==> config.mk <==
export PLATFORM = sky130hd
export DESIGN_NAME = gpio_slave
export DESIGN_NICKNAME = d
export VERILOG_FILES = /design/src/rtl/gpio_slave.sv
export SDC_FILE = /design/constraint.sdc
export NUM_CORES = 1
export LEC_CHECK = 0
export ABC_AREA = 1
export CORE_MARGIN = 1
export CORE_UTILIZATION = 53
export DETAILED_ROUTE_END_ITERATION = 8
export GPL_TIMING_DRIVEN = 0
export HOLD_SLACK_MARGIN = 0.15
export PLACE_DENSITY_LB_ADDON = 0.05
export REMOVE_ABC_BUFFERS = 1
export SETUP_SLACK_MARGIN = 0.02
export SLEW_MARGIN = 10
export SYNTH_ARGS = -nofsm -noshare
export SYNTH_HDL_FRONTEND = slang
export SYNTH_SLANG_ARGS = --single-unit
==> constraint.sdc <==
create_clock -name clk -period 2.2 [get_ports clk]
set_input_delay 0.66 -clock clk [delete_from_list [all_inputs] [get_ports clk]]
set_output_delay 0.66 -clock clk [all_outputs]
set_load 0.05 [all_outputs]
==> src/rtl/gpio_slave.sv <==
// Memory-mapped GPIO responder: OUT/DIR/IEN registers, synchronised inputs,
// rising-edge interrupt status (W1C) and a registered level interrupt.
module gpio_slave #(
    parameter int GPIO_W = 32
) (
    input  logic              clk,
    input  logic              reset_n,
    input  logic              cs,
    input  logic              we,
    input  logic [3:0]        be,
    input  logic [11:0]       addr,
    input  logic [31:0]       wdata,
    output logic [31:0]       rdata,
    output logic              rvalid,
    input  logic [GPIO_W-1:0] gpio_in,
    output logic [GPIO_W-1:0] gpio_out,
    output logic [GPIO_W-1:0] gpio_oe,
    output logic              irq
);

    localparam logic [9:0] A_OUT  = 10'd0;
    localparam logic [9:0] A_DIR  = 10'd1;
    localparam logic [9:0] A_IN   = 10'd2;
    localparam logic [9:0] A_IEN  = 10'd3;
    localparam logic [9:0] A_STAT = 10'd4;

    logic [GPIO_W-1:0] out_r;
    logic [GPIO_W-1:0] dir_r;
    logic [GPIO_W-1:0] ien_r;
    logic [GPIO_W-1:0] stat_r;
    logic [GPIO_W-1:0] s1;
    logic [GPIO_W-1:0] s2;
    logic [GPIO_W-1:0] s3;

    logic [9:0]        word;
    logic              wr;
    logic              rd;
    logic [31:0]       bmask;
    logic [GPIO_W-1:0] wmask;
    logic [GPIO_W-1:0] wbits;
    logic [GPIO_W-1:0] rise;
    logic [GPIO_W-1:0] clr;
    logic [31:0]       rmux;
    logic              unused;

    assign word  = addr[11:2];
    assign wr    = cs & we;
    assign rd    = cs & ~we;
    assign bmask = {{8{be[3]}}, {8{be[2]}}, {8{be[1]}}, {8{be[0]}}};
    assign wmask = bmask[GPIO_W-1:0];
    assign wbits = wdata[GPIO_W-1:0];
    assign rise  = s2 & ~s3;
    assign clr   = (wr && word == A_STAT) ? (wbits & wmask) : '0;

    assign unused = ^{addr[1:0], wdata};

    function automatic logic [GPIO_W-1:0] merge(
        input logic [GPIO_W-1:0] old
    );
        merge = (old & ~wmask) | (wbits & wmask);
    endfunction

    function automatic logic [31:0] zx(input logic [GPIO_W-1:0] v);
        zx = '0;
        zx[GPIO_W-1:0] = v;
    endfunction

    // Read mux sees the pre-write register values of the same cycle.
    always_comb begin
        rmux = '0;
        case (word)
            A_OUT:   rmux = zx(out_r);
            A_DIR:   rmux = zx(dir_r);
            A_IN:    rmux = zx(s2);
            A_IEN:   rmux = zx(ien_r);
            A_STAT:  rmux = zx(stat_r);
            default: rmux = '0;
        endcase
    end

    always_ff @(posedge clk) begin
        if (!reset_n) begin
            out_r <= '0;
            dir_r <= '0;
            ien_r <= '0;
        end else if (wr) begin
            if (word == A_OUT) out_r <= merge(out_r);
            if (word == A_DIR) dir_r <= merge(dir_r);
            if (word == A_IEN) ien_r <= merge(ien_r);
        end
    end

    always_ff @(posedge clk) begin
        if (!reset_n) begin
            s1 <= '0;
            s2 <= '0;
            s3 <= '0;
        end else begin
            s1 <= gpio_in;
            s2 <= s1;
            s3 <= s2;
        end
    end

    // A new edge overrides a clear of the same bit so no event is lost.
    always_ff @(posedge clk) begin
        if (!reset_n) begin
            stat_r <= '0;
        end else begin
            stat_r <= (stat_r & ~clr) | rise;
        end
    end

    always_ff @(posedge clk) begin
        if (!reset_n) begin
            rdata  <= '0;
            rvalid <= 1'b0;
        end else begin
            rvalid <= rd;
            if (rd) rdata <= rmux;
        end
    end

    always_ff @(posedge clk) begin
        if (!reset_n) begin
            irq <= 1'b0;
        end else begin
            irq <= |(stat_r & ien_r);
        end
    end

    assign gpio_out = out_r;
    assign gpio_oe  = dir_r;

endmodule

Word level (Yosys, flattened, before mapping)
Cells that the tools add are included.
{"block": "totals", "ff_bits": 258, "wordCells": 39, "output_inout_bits": 98}
{"block": "op_classes", "eq_ne": 4, "bitwise": 17, "reduce_logical": 6, "muxes": 2}
{"cell": "$and A32 B32 Y32", "count": 7}
{"cell": "$pmux W32 S5", "count": 1}
{"cell": "$or A32 B32 Y32", "count": 4}
{"cell": "$not A32 Y32", "count": 3}
{"cell": "$mux W32", "count": 1}
{"cell": "$reduce_or A32 Y1", "count": 1}
{"cell": "$eq A10 B2 Y1 const B", "count": 2}
{"cell": "$eq A10 B1 Y1 const B", "count": 1}
{"cell": "$eq A10 B3 Y1 const B", "count": 1}
{"cell": "$logic_not A10 Y1", "count": 1}
{"cell": "$reduce_and A2 Y1", "count": 3}
{"cell": "$and A1 B1 Y1", "count": 2}
{"cell": "$logic_and A1 B1 Y1", "count": 1}
{"cell": "$not A1 Y1", "count": 1}

Logic depth before layout (Yosys ltp)
{"block": "depth", "depth_word": 6, "ltp_mapped": 10}

Worst setup path before layout
No wires, ideal clock.
{"block": "synth_timing", "path_type": "input to register", "from": "input cs", "to": "register (tool-made name)", "path_buffers": 2, "setup_ns": 0.128, "path_stages": 8, "t_arrival_ns": 1.724, "path_slack_ns": 0.348, "cell_sequence": "nand2_1 clkinv_1 buf_4 nand4_4 buf_2 nand2_1 o21ai_1 nor2_1"}
{"item": "start, declared", "line_no": "8", "rtl": "input logic cs,"}

==> results.json <==
{
  "initial_core_util": 0.542,
  "cp-end-kind": "output port",
  "startpoint_type": "flip-flop",
  "syn-cell-area_sq_um": 10600,
  "finClkSkew_ns": 0.00803,
  "setup-violations-final": 0,
  "area_growth_pct": 30.5,
  "drc": 0,
  "die_h_um": 143,
  "p_total_mw": 10.1,
  "setup_slack_ns": 0.0572,
  "yosys_warnings": 0,
  "grt_setup_unrepaired": "false",
  "avgRoutedWirePerCell_um": 15.6,
  "slowest_delay_ns": 0.55,
  "antenna_found_initial": 0,
  "synthCells": 1458,
  "antenna_cells": 0,
  "timing_hold_violations_final": 0,
  "clkSlewWorstSetupHoldPaths_ns": 0.06,
  "dp_slack_ns": -1.71,
  "grt_pass1_wl_um": 45400,
  "crit_type": "flip-flop to output port",
  "tightest_slew_ns": 0.765,
  "crit_chain": "dlygate4sd2_1",
  "stdcell_area_sq_um": 13800,
  "coreArea_sq_um": 19500,
  "htreeDepth": 1,
  "num-fill-cells": 1676,
  "clk_latency_ns": 0.52,
  "crit_family": "buffers and inverters",
  "clock_sinks": 258,
  "clockBufferDepth": 3,
  "dpl-instance-area_sq_um": 12500,
  "p_per_area_nw_per_um2": 729,
  "dr.pass1.iters": 5,
  "ys_seq_area_frac": 0.488,
  "drive_above_1_share": 0.0766,
  "critPathSlowestCell": "dlygate4sd2_1",
  "hp-class": "flip-flop to flip-flop",
  "tritoncts": "done",
  "post-route-period-util": 0.974,
  "die_area_sq_um": 20500,
  "final_nets": 1724,
  "worstPathArrival_ns": 1.48,
  "gp_congestion": 0.760,
  "path_buf_inv": 1,
  "maxSlewViolCount": 0,
  "syn_avg_cell_area_sq_um": 7.25,
  "ir_drop_uv": 588,
  "maxCapViolCount": 0,
  "boundaryPins": 182,
  "ys_ff_latch": 258,
  "root_buffer": "clkbuf_16",
  "antenna_left": 0,
  "wl_um": 29900,
  "cp.required_ns": 1.54,
  "place_hpwl_um": 16300,
  "fmaxAchievable_mhz": 467,
  "grt_pass1_vias": 8904,
  "drtIter0Drc": 737,
  "ctsHoldBuffers": 0,
  "rows": 51,
  "critPathMaxFanout": 3,
  "tns_ns": 0,
  "dr_total_vias": 9851,
  "period_needed_ns": 2.14,
  "final_util": 0.707,
  "vias_per_cell": 5.12,
  "relSlewSlack": 0.489,
  "die_w_um": 143,
  "grt_util_all_layers": 0.283,
  "grt_max_degree": 117,
  "synth_cell_type_count": 22,
  "status": "finished, final reports clean",
  "overflow": 0,
  "port_buffers": 179,
  "p_leak_nw": 7.18,
  "cts_made_buffers": 27
}
-- repair_timing --
item	CTS	global route
gates resized for setup	108	22
cloned	6	4
buffers inserted	20	20
pin swaps	7	4
setup endpoints to repair	258	103
-- final cells by class --
class | count | area [sq um] | area share
clock inverter | 6 | 62.6 | 0.00453
inverter | 218 | 840 | 0.0608
sequential | 258 | 5160 | 0.374
multi-input combinational | 900 | 4200 | 0.305
clock buffer | 41 | 798 | 0.0579
timing repair buffer | 235 | 2400 | 0.174
tap | 265 | 332 | 0.0240
-- Yosys cell counts (all sizes together) --
library cell,count,area share
inv,217,0.077
or2,1,0.00059
clkbuf,48,0.017
dfxtp,258,0.49
and2,1,0.00059
nand2,329,0.12
nand3,161,0.076
nor2,144,0.054
buf,39,0.029
o21ai,160,0.076
a21oi,48,0.023
clkinv,1,0.00035
nand4,51,0.042
-- logic make-up (layout without fill, tap and decap cells) --
kind of cell,after synthesis,count (layout),share of synthesized area
simple gates,687,692,0.290
buf+inv,305,500,0.123
flops,258,258,0.488
compound gates,208,208,0.0985
-- per-layer routing --
layer	vias up	global-route usage	wire length (um)
met1	4511	0.370	13300
met4	0	0.0739	538
met2	320	0.489	13900
met3	47	0.0402	2160
li1	4973	-	-
met5	-	0	0
-- placed cells by master, fill, tap and decap left out, types with 7 or more instances in the layout --
master           Yosys  layout
o21ai_1             40      48
clkbuf_1            48       7
nand2_1            328     327
nand3_1            161     160
o21ai_0            120     112
buf_4                1      34
nor2_1             140     135
clkbuf_16            0      31
clkbuf_8             0       7
dfxtp_1            258     258
nor2_4               4       8
dlygate4sd2_1        0      97
buf_12               2       9
a21oi_1             48      48
nand4_1             43      43
clkdlybuf4s50_1      0      78
nand4_4              8       9
inv_1              214     214
-- power breakdown --
part           switching [mW]  leakage (nW)  internal (mW)
Clock                    1.81         0.426           2.61
Combinational           0.497          4.65          0.268
Sequential             0.0664          2.10           4.81
Total                    2.37          7.18           7.69
-- worst paths after layout --
| check | start | to | slack, ns | cells past startpoint |
|---|---|---|---|---|
| max | flip-flop | gpio_out[25] | 0.06 | 1 |
| min | s1[15] | s2[15] | 0.41 | 2 |
| max reg2reg | stat_r[31] | irq | 0.99 | 5 |
| min reg2reg | s1[15] | s2[15] | 0.41 | 2 |
-- per-stage QoR --
step | std cells | hold WS (ns)
6_report | 1923 | 0.409
5_1_grt | 1923 | 0.425
2_1_floorplan | 1371 | 0.390
3_3_place_gp | 1815 | 0.392
3_5_place_dp | 1826 | 0.396
4_1_cts | 1899 | 0.410
No activity file was read; power rests on OpenSTA's default activity.
